`src/rtl/pwm_capture.sv`:
```
// PWM capture: measures period and high time of an external PWM input in clk cycles.
// Optional glitch filter enabled by defining PWM_GLITCH_FILTER_EN.
module pwm_capture #(
  parameter int CNT_W       = 16,
  parameter int SYNC_STAGES = 2,
  parameter int FILT_LEN    = 3
) (
  input  logic             clk,
  input  logic             rst_n,
  input  logic             en,
  input  logic             pwm_in,
  output logic [CNT_W-1:0] period_out,
  output logic [CNT_W-1:0] high_out,
  output logic             meas_valid,
  output logic             locked,
  output logic             stuck_high,
  output logic             stuck_low
);

  typedef enum logic {IDLE, MEASURE} state_t;

  localparam logic [CNT_W-1:0] CNT_MAX = '1;
  localparam logic [CNT_W-1:0] CNT_ONE = CNT_W'(1);

  state_t state, next_state;
  logic [SYNC_STAGES-1:0] sync;
  logic s, s_d, rise;
  logic [CNT_W-1:0] cnt, hcnt;
  logic do_load, do_report, do_timeout;

  always_ff @(posedge clk) begin
    if (!rst_n) sync <= '0;
    else        sync <= {sync[SYNC_STAGES-2:0], pwm_in};
  end

`ifdef PWM_GLITCH_FILTER_EN
  logic [FILT_LEN-1:0] filt_hist;

  // s only moves once the whole history window agrees on the new level
  always_ff @(posedge clk) begin
    if (!rst_n) begin
      filt_hist <= '0;
      s         <= 1'b0;
    end else begin
      filt_hist <= {filt_hist[FILT_LEN-2:0], sync[SYNC_STAGES-1]};
      if (&filt_hist)       s <= 1'b1;
      else if (~|filt_hist) s <= 1'b0;
    end
  end
`else
  assign s = sync[SYNC_STAGES-1];
`endif

  always_ff @(posedge clk) begin
    if (!rst_n) s_d <= 1'b0;
    else        s_d <= s;
  end

  assign rise   = s & ~s_d;
  assign locked = (state == MEASURE);

  always_ff @(posedge clk) begin
    if (!rst_n) state <= IDLE;
    else        state <= next_state;
  end

  // A rise always wins over a timeout landing on the same cycle
  always_comb begin
    next_state = state;
    do_load    = 1'b0;
    do_report  = 1'b0;
    do_timeout = 1'b0;
    if (!en) begin
      next_state = IDLE;
    end else begin
      case (state)
        IDLE: begin
          if (rise) begin
            next_state = MEASURE;
            do_load    = 1'b1;
          end
        end
        MEASURE: begin
          if (rise) begin
            do_load   = 1'b1;
            do_report = 1'b1;
          end else if (cnt == CNT_MAX) begin
            do_timeout = 1'b1;
            next_state = IDLE;
          end
        end
        default: next_state = IDLE;
      endcase
    end
  end

  always_ff @(posedge clk) begin
    if (!rst_n) begin
      cnt        <= '0;
      hcnt       <= '0;
      period_out <= '0;
      high_out   <= '0;
      meas_valid <= 1'b0;
      stuck_high <= 1'b0;
      stuck_low  <= 1'b0;
    end else begin
      meas_valid <= do_report;
      if (!en) begin
        cnt        <= '0;
        hcnt       <= '0;
        stuck_high <= 1'b0;
        stuck_low  <= 1'b0;
      end else if (do_load) begin
        if (do_report) begin
          period_out <= cnt;
          high_out   <= hcnt;
        end
        cnt        <= CNT_ONE;
        hcnt       <= CNT_ONE;
        stuck_high <= 1'b0;
        stuck_low  <= 1'b0;
      end else if (do_timeout) begin
        stuck_high <= s;
        stuck_low  <= ~s;
      end else if (state == MEASURE) begin
        // cnt stops at CNT_MAX via the timeout branch, so it never wraps
        cnt <= cnt + CNT_ONE;
        if (s) hcnt <= hcnt + CNT_ONE;
      end
    end
  end

endmodule

```
`config.mk`:
```
export PLATFORM = sky130hd
export DESIGN_NAME = pwm_capture
export DESIGN_NICKNAME = d
export VERILOG_FILES = /design/src/rtl/pwm_capture.sv
export SDC_FILE = /design/constraint.sdc
export NUM_CORES = 1
export LEC_CHECK = 0
export ABC_AREA = 1
export CORE_UTILIZATION = 25
export CTS_BUF_LIST = sky130_fd_sc_hd__clkbuf_8
export DETAILED_ROUTE_END_ITERATION = 7
export GPL_TIMING_DRIVEN = 0
export HOLD_SLACK_MARGIN = 0.12
export PLACE_DENSITY_LB_ADDON = 0.08
export SLEW_MARGIN = 20
export SYNTH_ARGS = -nofsm -noshare
export SYNTH_HDL_FRONTEND = slang
export SYNTH_SLANG_ARGS = --single-unit
export TNS_END_PERCENT = 1
```
`constraint.sdc`:
```
create_clock -name clk -period 2.5 [get_ports clk]
set_clock_uncertainty 0.2 [all_clocks]
set_input_delay 0.5 -clock clk [delete_from_list [all_inputs] [get_ports clk]]
set_output_delay 0.5 -clock clk [all_outputs]
set_load 0.1 [all_outputs]
```
==> flow_metrics.tcl <==
set metrics [dict create \
    fp.dieW_um 117.6 \
    fp-row-count 41 \
    status "finished clean" \
    min_period_ns 2.296 \
    setup_viol 0 \
    critPathMaxFanout 2 \
    ir_drop_mv 0.2391 \
    cts_sinks 71 \
    detail-route-antenna-nets 0 \
    clock-root-buffer "clkbuf_8" \
    final_common_cell "nand2_1" \
    hold_viol 0 \
    crit_path_end_kind "primary output" \
    max_freq_mhz 435.5 \
    required_ns 1.80 \
    hold_buffers 0 \
    cts_resized 36 \
    multi_input_area_um2 1643 \
    grt_overflow 0 \
    drt-initial-drc-count 155 \
    port_buffers 38 \
    initial_core_util_pct 26.05 \
    critPathTopFamily "buffers and inverters" \
    cp.arrival_ns 1.60 \
    nets 508 \
    cp_slowest_cell "dlygate4sd2_1" \
    grtUsageTotal_pct 14.48 \
    place_ws_ns 0.04336 \
    grt_max_degree 12 \
    seq_area_um2 1421 \
    ys_seq_elements 71 \
    place_congestion 0.7778 \
    h-tree-depth 3 \
    drive_above_1_share_pct 12.82 \
    ys_types 29 \
    syn_nets 459 \
    drc_errors 0 \
    crit_path_cell_trace "dlygate4sd2_1" \
    firstDrtPassIters 4 \
    postCtsSetupBuffers 0 \
    synth_area_um2 3341 \
    die_area_um2 13830 \
    yosysTopAreaCell "dfxtp_1" \
    clockBufferDepth 2 \
    cts_buffers 9 \
    routedWlPerCell_um 13.86 \
    vias 2963 \
    path_buf_inv 1 \
    fin_util_pct 31.98 \
    first_global_vias 2920 \
    synth_top_area_share_pct 42.55 \
    netlist_instances 453 \
    yosys_warnings 0 \
    grt-busiest-layer "met2" \
    routed_via_density 4.364 \
    seq_area_frac_synth_pct 42.55 \
    cpPeakStageDelay_ns 0.88 \
    core_area_um2 12820 \
    die_h_um 117.6 \
    holdWs_ns 0.2152 \
    worstHoldPathType "flop to flop" \
    io_pins 40 \
    clk_pin_slew_worst_paths_ns 0.08 \
    use_met2_pct 23.48 \
    post_layout_nonfiller_instances 679 \
    period_share_pct 91.86 \
    report.final.slew_viol_count 0 \
    grt_util_met3_pct 4.603 \
    tns_ns 0 \
    dp.final_hpwl_mm 6.811 \
    rsz0062_at_grt "false" \
    use_met1_pct 18.33 \
    tritoncts "yes" \
    cellLeakagePower_nw 1.695 \
    antenna_found_initial 0 \
    final_cell_mix "nand2_1, dfxtp_1, nor2_1, a21oi_1, o21ai_0" \
    synth.area.top_cells "dfxtp_1, nand2_1, a21oi_1" \
    start_kind "flop" \
    relSlewSlack_pct 34.61 \
    area_growth_pct 22.77 \
    criticalPathCategory "flop to primary output" \
    setup_ws_ns 0.2036 \
    num-fill-cells 1427 \
    synth.avg_cell_area_um2 7.375 \
    p_per_area_nw_per_um2 537.0 \
    diodes 0 \
    drt_wl_total_mm 9.413 \
    worst_pin_slew_ns 0.9847 \
    drv_cap 0 \
    grt_pass1_wl_mm 15.55 \
    insertion_delay_ns 0.36 \
    dp.cells 663 \
]
## sequential cells by signal, indices dropped and copies added (netlist names)
register    count
stuck_high      1
high_out       16
meas_valid      1
hcnt           16
s_d             1
locked          1
cnt            16
sync            2
stuck_low       1
period_out     16
## per-stage QoR
| step | area [µm²] | total power (W) |
|---|---|---|
| 2_1_floorplan | 3341 | 0.001215 |
| 3_3_place_gp | 3936 | 0.001240 |
| 3_5_place_dp | 3936 | 0.001240 |
| 4_1_cts | 4101 | 0.002248 |
| 5_1_grt | 4101 | 0.002298 |
| 6_report | 4101 | 0.002203 |
## report_power, final
group | internal, W | total [W] | switching [W]
sequential | 0.00113 | 0.00114 | 0.00000270
clock | 0.000536 | 0.000992 | 0.000456
combinational | 0.0000173 | 0.0000739 | 0.0000566
## logic make-up after synthesis
family,Yosys count,synth area share (%)
buf+inv,63,8.277
xor+xnor,20,5.244
fa+ha+maj,2,0.7489
compound gates,93,15.43
simple gates,204,27.75
flops,71,42.55
## path summary, 6_finish.rpt
check	startpoint	endpoint	slack, ns	cells past startpoint
worst min-delay path	sync[0]	sync[1]	0.22	2
worst max-delay path	period_out[14]	period_out[14]	0.20	1
worst max register to register	cnt[0]	cnt[14]	0.22	9
worst min register to register	sync[0]	sync[1]	0.22	2
## routing by layer
layer  up-vias  part of all wire (%)  routed length (µm)
li1       1552                     -                   -
met1      1360                    48                4492
met2        45                    47                4453
met3         6                   3.9                 370
met4         0                   1.0                  97
met5         -                     0                   0
## cell usage after synthesis
| cell type | number |
|---|---|
| nand2_1 | 105 |
| dfxtp_1 | 71 |
| nor2_1 | 53 |
| a21oi_1 | 41 |
| o21ai_0 | 38 |
| inv_1 | 35 |
| xor2_1 | 18 |
| nand3_1 | 15 |
| a21oi_2 | 13 |
| inv_2 | 9 |
| nand4_1 | 9 |
| nand2_2 | 8 |
| clkbuf_1 | 6 |
| buf_2 | 5 |
| buf_4 | 3 |
| buf_6 | 3 |
| nor2_4 | 3 |
| buf_1 | 2 |
| ha_1 | 2 |
| nand2_4 | 2 |
| nand3_4 | 2 |
| nor3_1 | 2 |
| xnor2_1 | 2 |
| a31oi_1 | 1 |
| nand3_2 | 1 |
| nand3b_1 | 1 |
| nor2_2 | 1 |
| nor2_8 | 1 |
| nor3b_1 | 1 |
## cell type report
class	count	area share [%]
Sequential cell	71	34.66
Tap cell	172	5.247
Timing Repair Buffer	38	8.176
Inverter	44	4.027
Buffer	19	2.715
Multi-Input combinational cell	319	40.06
Clock inverter	4	1.098
Clock buffer	12	4.027
Power figures use the tool's default switching activity.
